==> config.mk <==
export PLATFORM = sky130hd
export DESIGN_NAME = frame_sync_ctrl
export DESIGN_NICKNAME = d
export VERILOG_FILES = /design/src/rtl/frame_sync_ctrl.sv
export SDC_FILE = /design/constraint.sdc
export NUM_CORES = 1
export LEC_CHECK = 0
export ABC_AREA = 1
export CORE_ASPECT_RATIO = 1.25
export CORE_MARGIN = 2
export CORE_UTILIZATION = 45
export CTS_CLUSTER_DIAMETER = 60
export DETAILED_ROUTE_END_ITERATION = 10
export PLACE_DENSITY = 0.68
export SLEW_MARGIN = 20
export SYNTH_ARGS = -nofsm -noshare
export SYNTH_HDL_FRONTEND = slang
export SYNTH_SLANG_ARGS = --single-unit
==> constraint.sdc <==
create_clock -name clk -period 1.75 [get_ports clk]
set_input_delay 0.175 -clock clk [delete_from_list [all_inputs] [get_ports clk]]
set_output_delay 0.175 -clock clk [all_outputs]
set_load 0.05 [all_outputs]
==> src/rtl/frame_sync_ctrl.sv <==
// Frame-sync controller: sliding pattern window plus HUNT/VERIFY/LOCKED alignment FSM with flywheel.
// Optional FRAME_SYNC_STATS_EN adds saturating hit_count/miss_count statistics outputs.
module frame_sync_ctrl #(
    parameter int               PAT_W       = 3,
    parameter logic [PAT_W-1:0] PATTERN     = 3'b101,
    parameter int               FRAME_LEN   = 8,
    parameter int               LOCK_HITS   = 3,
    parameter int               LOSS_MISSES = 2,
    localparam int              POS_W       = $clog2(FRAME_LEN),
    localparam int              HIT_W       = $clog2(LOCK_HITS + 1),
    localparam int              MISS_W      = $clog2(LOSS_MISSES + 1)
) (
    input  logic             clk,
    input  logic             rst,
    input  logic             x,
    input  logic             bit_valid,
    output logic             locked,
    output logic             frame_start,
    output logic             pat_hit,
    output logic [1:0]       state,
    output logic [POS_W-1:0] bit_pos
`ifdef FRAME_SYNC_STATS_EN
    ,
    output logic [15:0]      hit_count,
    output logic [15:0]      miss_count
`endif
);

    typedef enum logic [1:0] {
        HUNT    = 2'b00,
        VERIFY  = 2'b01,
        LOCKED  = 2'b10,
        ILLEGAL = 2'b11
    } state_t;

    state_t             state_reg, state_next;
    logic [PAT_W-2:0]   sr_reg, sr_next;
    logic [HIT_W-1:0]   hit_cnt_reg, hit_cnt_next;
    logic [MISS_W-1:0]  miss_cnt_reg, miss_cnt_next;
    logic [POS_W-1:0]   bit_pos_reg, bit_pos_next;
    logic               locked_reg, frame_start_reg, frame_start_next, pat_hit_reg;

    logic [PAT_W-1:0]   window;
    logic               match;
    logic               check;
    logic [POS_W-1:0]   pos_inc;

    // The incoming bit is part of the compared window, so a match is seen on the bit that completes it.
    assign window  = {sr_reg, x};
    assign match   = bit_valid && (window == PATTERN);
    assign check   = bit_valid && (bit_pos_reg == POS_W'(FRAME_LEN - 1));
    assign pos_inc = (bit_pos_reg == POS_W'(FRAME_LEN - 1)) ? '0 : bit_pos_reg + POS_W'(1);

    always_comb begin
        state_next       = state_reg;
        sr_next          = bit_valid ? window[PAT_W-2:0] : sr_reg;
        hit_cnt_next     = hit_cnt_reg;
        miss_cnt_next    = miss_cnt_reg;
        bit_pos_next     = bit_pos_reg;
        frame_start_next = 1'b0;
        case (state_reg)
            HUNT: begin
                bit_pos_next = '0;
                if (match) begin
                    state_next   = VERIFY;
                    hit_cnt_next = HIT_W'(1);
                end
            end
            VERIFY: begin
                if (bit_valid) bit_pos_next = pos_inc;
                if (check) begin
                    if (match) begin
                        hit_cnt_next = hit_cnt_reg + HIT_W'(1);
                        if (hit_cnt_reg + HIT_W'(1) == HIT_W'(LOCK_HITS)) begin
                            state_next    = LOCKED;
                            miss_cnt_next = '0;
                        end
                    end else begin
                        state_next   = HUNT;
                        hit_cnt_next = '0;
                        bit_pos_next = '0;
                    end
                end
            end
            LOCKED: begin
                if (bit_valid) bit_pos_next = pos_inc;
                if (check) begin
                    // Flywheel: the frame boundary is signalled even when the sync word was missed.
                    frame_start_next = 1'b1;
                    if (match) begin
                        miss_cnt_next = '0;
                    end else if (miss_cnt_reg + MISS_W'(1) == MISS_W'(LOSS_MISSES)) begin
                        state_next    = HUNT;
                        miss_cnt_next = '0;
                        hit_cnt_next  = '0;
                        bit_pos_next  = '0;
                    end else begin
                        miss_cnt_next = miss_cnt_reg + MISS_W'(1);
                    end
                end
            end
            default: begin
                state_next    = HUNT;
                hit_cnt_next  = '0;
                miss_cnt_next = '0;
                bit_pos_next  = '0;
            end
        endcase
    end

    always_ff @(posedge clk) begin
        if (rst) begin
            state_reg       <= HUNT;
            sr_reg          <= '0;
            hit_cnt_reg     <= '0;
            miss_cnt_reg    <= '0;
            bit_pos_reg     <= '0;
            locked_reg      <= 1'b0;
            frame_start_reg <= 1'b0;
            pat_hit_reg     <= 1'b0;
        end else begin
            state_reg       <= state_next;
            sr_reg          <= sr_next;
            hit_cnt_reg     <= hit_cnt_next;
            miss_cnt_reg    <= miss_cnt_next;
            bit_pos_reg     <= bit_pos_next;
            locked_reg      <= (state_next == LOCKED);
            frame_start_reg <= frame_start_next;
            pat_hit_reg     <= match;
        end
    end

    assign locked      = locked_reg;
    assign frame_start = frame_start_reg;
    assign pat_hit     = pat_hit_reg;
    assign state       = state_reg;
    assign bit_pos     = bit_pos_reg;

`ifdef FRAME_SYNC_STATS_EN
    logic        in_sync;
    logic        hit_ev, miss_ev;
    logic [15:0] hit_count_reg, miss_count_reg;

    assign in_sync = (state_reg == VERIFY) || (state_reg == LOCKED);
    assign hit_ev  = in_sync && check && match;
    assign miss_ev = in_sync && check && !match;

    always_ff @(posedge clk) begin
        if (rst) begin
            hit_count_reg  <= '0;
            miss_count_reg <= '0;
        end else begin
            if (hit_ev && hit_count_reg != 16'hFFFF)   hit_count_reg  <= hit_count_reg + 16'd1;
            if (miss_ev && miss_count_reg != 16'hFFFF) miss_count_reg <= miss_count_reg + 16'd1;
        end
    end

    assign hit_count  = hit_count_reg;
    assign miss_count = miss_count_reg;
`endif

endmodule

==> results of run 1 <==
## metal layers
metal	global-route usage	vias up	share of wire	wire length (µm)
li1	-	385	-	-
met1	0.193	331	0.44	701
met2	0.294	15	0.49	787
met3	0.0283	5	0.041	65
met4	0.113	0	0.023	36
met5	0	-	0	0
## how the worst min path moves through the flow
stage	cells past startpoint	start	slack, ns	endpoint
6_report	2	miss_cnt_reg[1]	0.44	miss_cnt_reg[1]
5_1_grt	2	miss_cnt_reg[1]	0.46	miss_cnt_reg[1]
4_1_cts	2	miss_cnt_reg[1]	0.45	miss_cnt_reg[1]
3_5_place_dp	2	miss_cnt_reg[1]	0.44	miss_cnt_reg[1]
3_3_place_gp	2	miss_cnt_reg[1]	0.43	miss_cnt_reg[1]
2_1_floorplan	1	rst	0.24	hit_cnt_reg[0]
## cells by family (layout without fill, tap and decap cells)
logic type                 Yosys count  after routing  synth area share
AOI/OAI and AO/OA                   13             13            0.0812
DFF                                 14             14             0.350
buffers and inverters               21             35             0.109
muxes                                2              2            0.0250
and+or+nand+nor                     56             56             0.325
adders and majority gates            7              7             0.109
## power breakdown
part	switching (mW)	internal [mW]	total, mW
Combinational	0.0384	0.0257	0.0641
Sequential	0.00399	0.324	0.328
Clock	0.103	0.0799	0.183
## synthesized netlist by cell type
| cell | number |
|---|---|
| nand2_1 | 27 |
| and2_1 | 1 |
| nand2_2 | 1 |
| nand2_4 | 1 |
| nor4_1 | 1 |
| dfxtp_1 | 14 |
| nor2_2 | 1 |
| mux2i_1 | 2 |
| clkinv_2 | 1 |
| o21ai_0 | 1 |
| inv_2 | 1 |
| nand3b_1 | 1 |
| a21oi_1 | 9 |
| nand4_1 | 1 |
| nand3_1 | 9 |
| o21ai_1 | 3 |
| nor2_1 | 11 |
| nor2_4 | 2 |
| buf_6 | 1 |
| inv_1 | 17 |
| clkinv_1 | 1 |
| ha_1 | 7 |
## cells in the final DEF (no fill, tap or decap), types with 2 or more instances in the layout
cell and n:
inv_1 17, dfxtp_1 14, ha_1 7, clkbuf_4 3, a21oi_1 9, nand2_1 27, nand3_1 9, nor2_4 2
nor2_1 11, o21ai_1 3, mux2i_1 2, clkdlybuf4s50_1 11
## cell type report
type	instances	area [µm²]
tap	19	23.8
timing repair buffer	12	118
multi-input combinational	78	433
fill	178	769
inverter	20	76.3
clock buffer	3	22.5
sequential	14	280
## stage by stage
stage               hold WS [ns]  utilization  area (µm²)
floorplan                  0.244            -         801
global placement           0.428        0.540         931
detailed placement         0.437        0.540         931
CTS                        0.448        0.553         953
global route               0.461        0.553         953
finish                     0.440        0.553         953
==> metrics.txt, run 1 <==
status=finished, final reports clean; Peak Freq=601 MHz; Worst R2R End=bit_pos[2]; clock sinks=14; Gate Count Post-Synth=113; first-pass GRT wire length=2770 µm; initial antenna violation count=0; Slew HR=0.660; critical path's slowest cell=clkdlybuf4s50_1; share of layout cells above drive strength 1=0.0866; CP Capture Point=state[1]; RSZ-0062 raised after global routing=no; GRT Total Usage=0.171; Unique masters post-synth=22; initial core utilization=0.465; Slew @ Worst Pin=0.509 ns; Reg clk slew, reported paths=approximately 0.08 ns; placed cells=143; setup ws final=approximately 0.086 ns; hold buffers post-CTS=0; R2R cell count=9; CTS tree=yes; Startpoint Class=register; PostCTS Resize Cnt=0; delay-heaviest family, CP=buffers and inverters; pin count of the biggest net entering global routing=10; TritonRoute pass-1 iters=4; total power=between 500 and 600 µW; Crit Path Max Fanout=4; Yosys top cell by area=dfxtp_1; peak supply drop=484 µV; Die Area=2140 µm²; Worst Clk Skew=0.00362 ns; Core Region=approximately 1700 µm²; final worst-path cycle share=0.951; Setup violations, final=0; DP HPWL=roughly 1200 µm; CP Depth=1; clk root buf=clkbuf_4; CP required=1.57 ns; Final Hold Fails=0; initial DRC count=13; HP Class=reg2reg; IO buf count=11; Tmin final=roughly 1.7 ns; vias=736; deepest clock path buffer count=2; routed wire length=about 1600 µm; Max stage delay on crit path=around 0.82 ns; Syn-to-layout area delta=19.1%; clk_lat worst skew=0.28 ns; grt total ovfl=0; Crit Reg-Reg Startpoint=bit_pos[0]; Vert. Die Dim=approximately 51 µm; Leak=between 0.4 and 0.5 nW; gp weighted congestion=0.879; FF-to-FF setup slack=between 0.2 and 0.3 ns; synthesized area per cell=7.09 µm²; WL/cell=about 11 µm; max reg flops=3; vias per cell=5.04; crit path from=state[1]; Crit Path Class=reg2out; fin nets=between 100 and 150; Finished Layout Cells=approximately 150; cell area after synthesis=roughly 800 µm²; Synthesis Warnings=0; Net Count, Synth=roughly 120; Ports=12; sequential area share after synthesis=0.350; P per Cell Area=just over 600 nW/µm²; Setup Buffers After CTS=0; # diodes=0; Final Max Slew Viols=0; TritonCTS Buffers=3; CP endpoint kind=primary output; DP Worst Slack=around 0.23 ns; num rows=17; post-route ant nets=0; Total Negative Setup Slacks=0 ns; crit path DAT=1.49 ns; ranking of synthesized cells by area=dfxtp_1 (35%), nand2_1 (13%), ha_1 (11%); Buf+Inv Stages, Crit Path=1; FF+latch count, synth=14; htree depth=1; vias in the first global route=between 600 and 700; die width=approximately 42 µm; DRC=0; maxcap violations=0; top-area cell type share of the netlist area=0.350; worst path cell trace=clkdlybuf4s50_1
Power figures use the tool's default switching activity.
==> run 2, diff against run 1 <==
--- a/config.mk
+++ b/config.mk
@@ -5,7 +5,6 @@
 export SDC_FILE = /design/constraint.sdc
 export NUM_CORES = 1
 export LEC_CHECK = 0
-export ABC_AREA = 1
 export CORE_ASPECT_RATIO = 1.25
 export CORE_MARGIN = 2
 export CORE_UTILIZATION = 45
==> metrics.txt, run 2 <==
routed wire length=1820 µm (+14%); fin nets=116 (-17%); Yosys top cell by area=dfxtp_1; pin count of the biggest net entering global routing=12 (+2); num rows=17 (unchanged); grt met3 use=0.0207 (-0.00758); vias per cell=5.89 (+17%); Tmin final=1.66 ns (-0.00208 ns); maxcap violations=0 (unchanged); peak supply drop=442 µV (-8.7%); cell area after synthesis=846 µm² (+5.6%); total power=610 µW (+6.0%); initial DRC count=14 (+1); hold buffers post-CTS=0 (unchanged); HP Class=reg2reg; Vert. Die Dim=52.5 µm (+2.6%); ys flop type=dfxtp_1; Slew HR=0.667 (+0.00721); grt total ovfl=0 (unchanged); fraction of registers with async set/reset=0 (unchanged); critical path's slowest cell=clkdlybuf4s50_1; top-area cell type share of the netlist area=0.331 (-0.0186); met1 Use GR=0.204 (+0.0112); Startpoint Class=register; hold wc startpoint=miss_cnt_reg[1]; Ports=12 (unchanged); # diodes=0 (unchanged); CTS tree=yes; Max stage delay on crit path=0.81 ns (about the same); first-pass GRT wire length=2980 µm (+7.7%); WL/cell=14.8 µm (+36%); Final Hold Fails=0 (unchanged); Total Negative Setup Slacks=0 ns (unchanged); Worst Clk Skew=0.000777 ns (-0.00284 ns); commonest cells after routing, fill and taps aside=nor2_1 (11), clkdlybuf4s50_1 (11), dfxtp_1 (10); status=finished, final reports clean; Die Area=2240 µm² (+5.1%); deepest clock path buffer count=2 (unchanged); clk root buf=clkbuf_4; crit path DAT=1.49 ns (about the same); RSZ-0062 raised after global routing=no; Finished Layout Cells=123 (-16%); final worst-path cycle share=0.950 (-0.00119); IO buf count=11 (unchanged); share of layout cells above drive strength 1=0.260 (+0.173); met2 usage=0.311 (+0.0163); vias=724 (-1.6%); Synthesis Warnings=0 (unchanged); PostCTS Resize Cnt=0 (unchanged); delay-heaviest family, CP=buffers and inverters; Crit Path Class=reg2out; gr busiest metal=met2; gp weighted congestion=0.802 (-8.8%); Slew @ Worst Pin=0.498 ns (-0.0108 ns); Crit Path Max Fanout=5 (+1); Peak Freq=602 MHz (+0.13%); most common library cells after synthesis=dfxtp_1 (14), nor2_1 (11), ha_1 (7); Reg clk slew, reported paths=0.09 ns (about the same); initial antenna violation count=0 (unchanged); CP endpoint kind=primary output; clk_lat worst skew=0.28 ns (about the same); Setup violations, final=0 (unchanged); FF+latch count, synth=14 (unchanged); synthesized area per cell=9.72 µm² (+37%); Core Region=1770 µm² (+2.5%); Syn-to-layout area delta=22.8%; Crit Reg-Reg Startpoint=bit_pos[0]; vias in the first global route=697 (+6.3%); ranking of synthesized cells by area=dfxtp_1 (33%), ha_1 (10%), mux2i_1 (5.9%); die width=42.8 µm (+2.5%); Gate Count Post-Synth=87 (-23%); Setup Buffers After CTS=0 (unchanged); worst path cell trace=clkdlybuf4s50_1; most common cell in the synthesized netlist=dfxtp_1; Post-synth EDFFs=0 (unchanged); Buf+Inv Stages, Crit Path=1 (unchanged); placed cells=119 (-17%); Net Count, Synth=98 (-21%); GRT Total Usage=0.182 (+0.0110); CP required=1.57 ns (about the same); htree depth=1 (unchanged); clock sinks=14 (unchanged); DP HPWL=1350 µm (+8.6%); DRC=0 (unchanged); P per Cell Area=588 nW/µm² (-2.7%); TritonCTS Buffers=3 (unchanged); Leak=0.433 nW (-4.0%); TritonRoute pass-1 iters=4 (unchanged); initial core utilization=0.479 (+0.0143); sequential area share after synthesis=0.331 (-0.0186); FF-to-FF setup slack=0.12 ns (-0.17 ns); max reg flops=3 (unchanged); Unique masters post-synth=40 (+82%); Final Max Slew Viols=0 (unchanged); post-route ant nets=0 (unchanged); crit path from=state[1]
## run 2: changes by cell type in the layout (fill, tap and decap cells not counted), sizes merged, moves of 3 or more
cell	change
nand2	-26
nand3	-7
a21oi	-5
inv	-12
buf	+5
nor2	-3
mux2i	+3
## run 2: metal layers
metal	wire (µm)	up-vias
li1	-	347
met1	779	344
met2	894	23
met3	60	10
met4	82	0
met5	0	-
## run 2: final timing paths
kind	to	cells after the start
worst min-delay path	miss_cnt_reg[1]	2
worst max register to register	miss_cnt_reg[0]	6
worst min register to register	miss_cnt_reg[1]	2
worst max-delay path	state[1]	1
## run 2: power by group
part	internal [mW]	leakage, nW	switching, mW	total, mW
Sequential	0.321	0.115	0.00319	0.324
Combinational	0.0241	0.297	0.0252	0.0493
Clock	0.127	0.0210	0.110	0.237
## run 2: stage by stage
step                      hold WS (ns)  area (µm²)  utilization  setup WS (ns)
final                            0.474        1040        0.588         0.0879
after global routing             0.530        1040        0.588         0.0158
after CTS                        0.479        1040        0.588         0.0809
after detailed placement         0.466        1000        0.568         0.0872
after global placement           0.452        1000        0.568          0.132
after floorplan                  0.322         851            -         0.0494
## run 2: layout make-up
type / instances / area (µm²)
flip-flops and latches: 14 / 285
repair buffers: 17 / 155
inverters: 6 / 22.5
well taps: 19 / 23.8
multi-input cells: 63 / 515
clock buffers: 4 / 36.3
fillers: 143 / 727
## run 2: cells by family (layout without fill, tap and decap cells)
| kind of cell | after synthesis | in the layout | share of synthesized area |
|---|---|---|---|
| AOI/OAI and AO/OA | 20 | 20 | 0.203 |
| DFF | 14 | 14 | 0.331 |
| adders and majority gates | 7 | 7 | 0.104 |
| and+or+nand+nor | 31 | 31 | 0.244 |
| muxes | 5 | 5 | 0.0592 |
| buffers and inverters | 10 | 27 | 0.0592 |
==> run 3, diff against run 2 <==
--- a/config.mk
+++ b/config.mk
@@ -8,10 +8,11 @@
 export CORE_ASPECT_RATIO = 1.25
 export CORE_MARGIN = 2
 export CORE_UTILIZATION = 45
-export CTS_CLUSTER_DIAMETER = 60
 export DETAILED_ROUTE_END_ITERATION = 10
 export PLACE_DENSITY = 0.68
+export RECOVER_POWER = 100
 export SLEW_MARGIN = 20
 export SYNTH_ARGS = -nofsm -noshare
 export SYNTH_HDL_FRONTEND = slang
 export SYNTH_SLANG_ARGS = --single-unit
+export TNS_END_PERCENT = 30
==> metrics.txt, run 3 (synthesized netlist as in run 2, its figures left out) <==
CP required=1.57 ns (about the same); hold wc startpoint=miss_cnt_reg[1]; htree depth=1 (unchanged); met1 Use GR=0.204 (unchanged); delay-heaviest family, CP=buffers and inverters; critical path's slowest cell=clkdlybuf4s50_1; num rows=17 (unchanged); PostCTS Resize Cnt=0 (unchanged); CP endpoint kind=primary output; vias in the first global route=697 (unchanged); post-route ant nets=0 (unchanged); Worst R2R End=bit_pos[1]; deepest clock path buffer count=2 (unchanged); met2 usage=0.311 (unchanged); Tmin final=1.69 ns (+0.0235 ns); commonest cells after routing, fill and taps aside=nor2_1 (11), dfxtp_1 (11), ha_1 (7); Crit Path Max Fanout=5 (unchanged); vias per cell=5.93 (+0.69%); status=finished, final reports clean; initial antenna violation count=0 (unchanged); die width=42.8 µm (unchanged); Buf+Inv Stages, Crit Path=1 (unchanged); Register Area=284 µm² (-0.44%); Crit Path Class=reg2out; Peak Freq=593 MHz (-1.4%); Slew @ Worst Pin=0.505 ns (+0.00678 ns); maxcap violations=0 (unchanged); TritonRoute pass-1 iters=4 (unchanged); filler cell count=151 (+5.6%); Ports=12 (unchanged); Reg clk slew, reported paths=0.09 ns (about the same); # diodes=0 (unchanged); worst path cell trace=clkdlybuf4s50_1; HP Class=reg2reg; pin count of the biggest net entering global routing=12 (unchanged); RSZ-0062 raised after global routing=no; Vert. Die Dim=52.5 µm (unchanged); Die Area=2240 µm² (unchanged); Startpoint Class=register; Core Region=1770 µm² (unchanged); IO buf count=11 (unchanged); max reg flops=3 (unchanged); Final Max Slew Viols=0 (unchanged); share of layout cells above drive strength 1=0.212 (-0.0481); routed wire length=1800 µm (-0.77%); Multi-input gate area=495 µm² (-3.9%); hold buffers post-CTS=0 (unchanged); initial core utilization=0.479 (unchanged); WL/cell=14.7 µm (-0.77%); final worst-path cycle share=0.963 (+0.0134); Final Hold Fails=0 (unchanged); Total Negative Setup Slacks=0 ns (unchanged); grt total ovfl=0 (unchanged); Max stage delay on crit path=0.83 ns (+0.02 ns); WHS Path Cells=2 (unchanged); worst hold slack=0.468 ns (-0.00585 ns); TritonCTS Buffers=3 (unchanged); R2R cell count=5 (-1); P per Cell Area=602 nW/µm² (+2.5%); GRT Total Usage=0.182 (unchanged); CTS tree=yes; Worst Clk Skew=0.00274 ns (+0.00196 ns); FF-to-FF setup slack=0.14 ns (+0.02 ns); Slew HR=0.662 (-0.00459); crit path DAT=1.51 ns (+0.02 ns); clk_lat worst skew=0.28 ns (about the same); Crit Reg-Reg Startpoint=state[0]; clk root buf=clkbuf_4; gr busiest metal=met2; initial DRC count=9 (-5); grt met3 use=0.0207 (unchanged); Leak=0.420 nW (-3.1%); peak supply drop=438 µV (-0.77%); clock sinks=14 (unchanged); Syn-to-layout area delta=19.4%; first-pass GRT wire length=2980 µm (unchanged); Hold EP=miss_cnt_reg[1]; gp weighted congestion=0.802 (unchanged); Setup Buffers After CTS=0 (unchanged); Setup violations, final=0 (unchanged); DRC=0 (unchanged); vias=729 (+0.69%); DP HPWL=1350 µm (unchanged); fin nets=116 (unchanged)
## run 3: metal layers
metal	vias to the layer above	part of all wire
met4	0	0.046
met2	33	0.48
met1	339	0.42
met5	-	0
met3	8	0.059
li1	349	-
## run 3: how the worst max path moves through the flow
| stage | startpoint | end | slack (ns) | depth (start not counted) |
|---|---|---|---|---|
| after floorplan | state[1] | state[0] | 0.05 | 7 |
| after global placement | bit_valid | hit_cnt_reg[1] | 0.13 | 6 |
| after detailed placement | bit_valid | hit_cnt_reg[1] | 0.09 | 6 |
| after CTS | state[1] | state[1] | 0.08 | 1 |
| after global routing | state[0] | state[0] | 0.03 | 1 |
| final | state[0] | state[0] | 0.06 | 1 |
## run 3: metrics by stage
stage | instance area (µm²) | total power [mW] | instances | utilization | setup WS, ns
final | 1010 | 0.608 | 123 | 0.572 | 0.0644
after global routing | 1010 | 0.631 | 123 | 0.572 | 0.0340
after CTS | 1040 | 0.618 | 123 | 0.588 | 0.0809
after detailed placement | 1000 | 0.381 | 119 | 0.568 | 0.0872
after global placement | 1000 | 0.380 | 119 | 0.568 | 0.132
after floorplan | 851 | 0.361 | 87 | - | 0.0494
## run 3: where the power goes
part	internal (mW)	switching (mW)	leakage (nW)
registers	0.321	0.00324	0.115
clock network	0.127	0.110	0.0210
logic	0.0224	0.0244	0.284
## run 3: area by class of cell
cell class	count	area share
inverters	6	0.0223
flip-flops and latches	14	0.281
repair buffers	17	0.146
well taps	19	0.0235
multi-input cells	63	0.491
clock buffers	4	0.0359
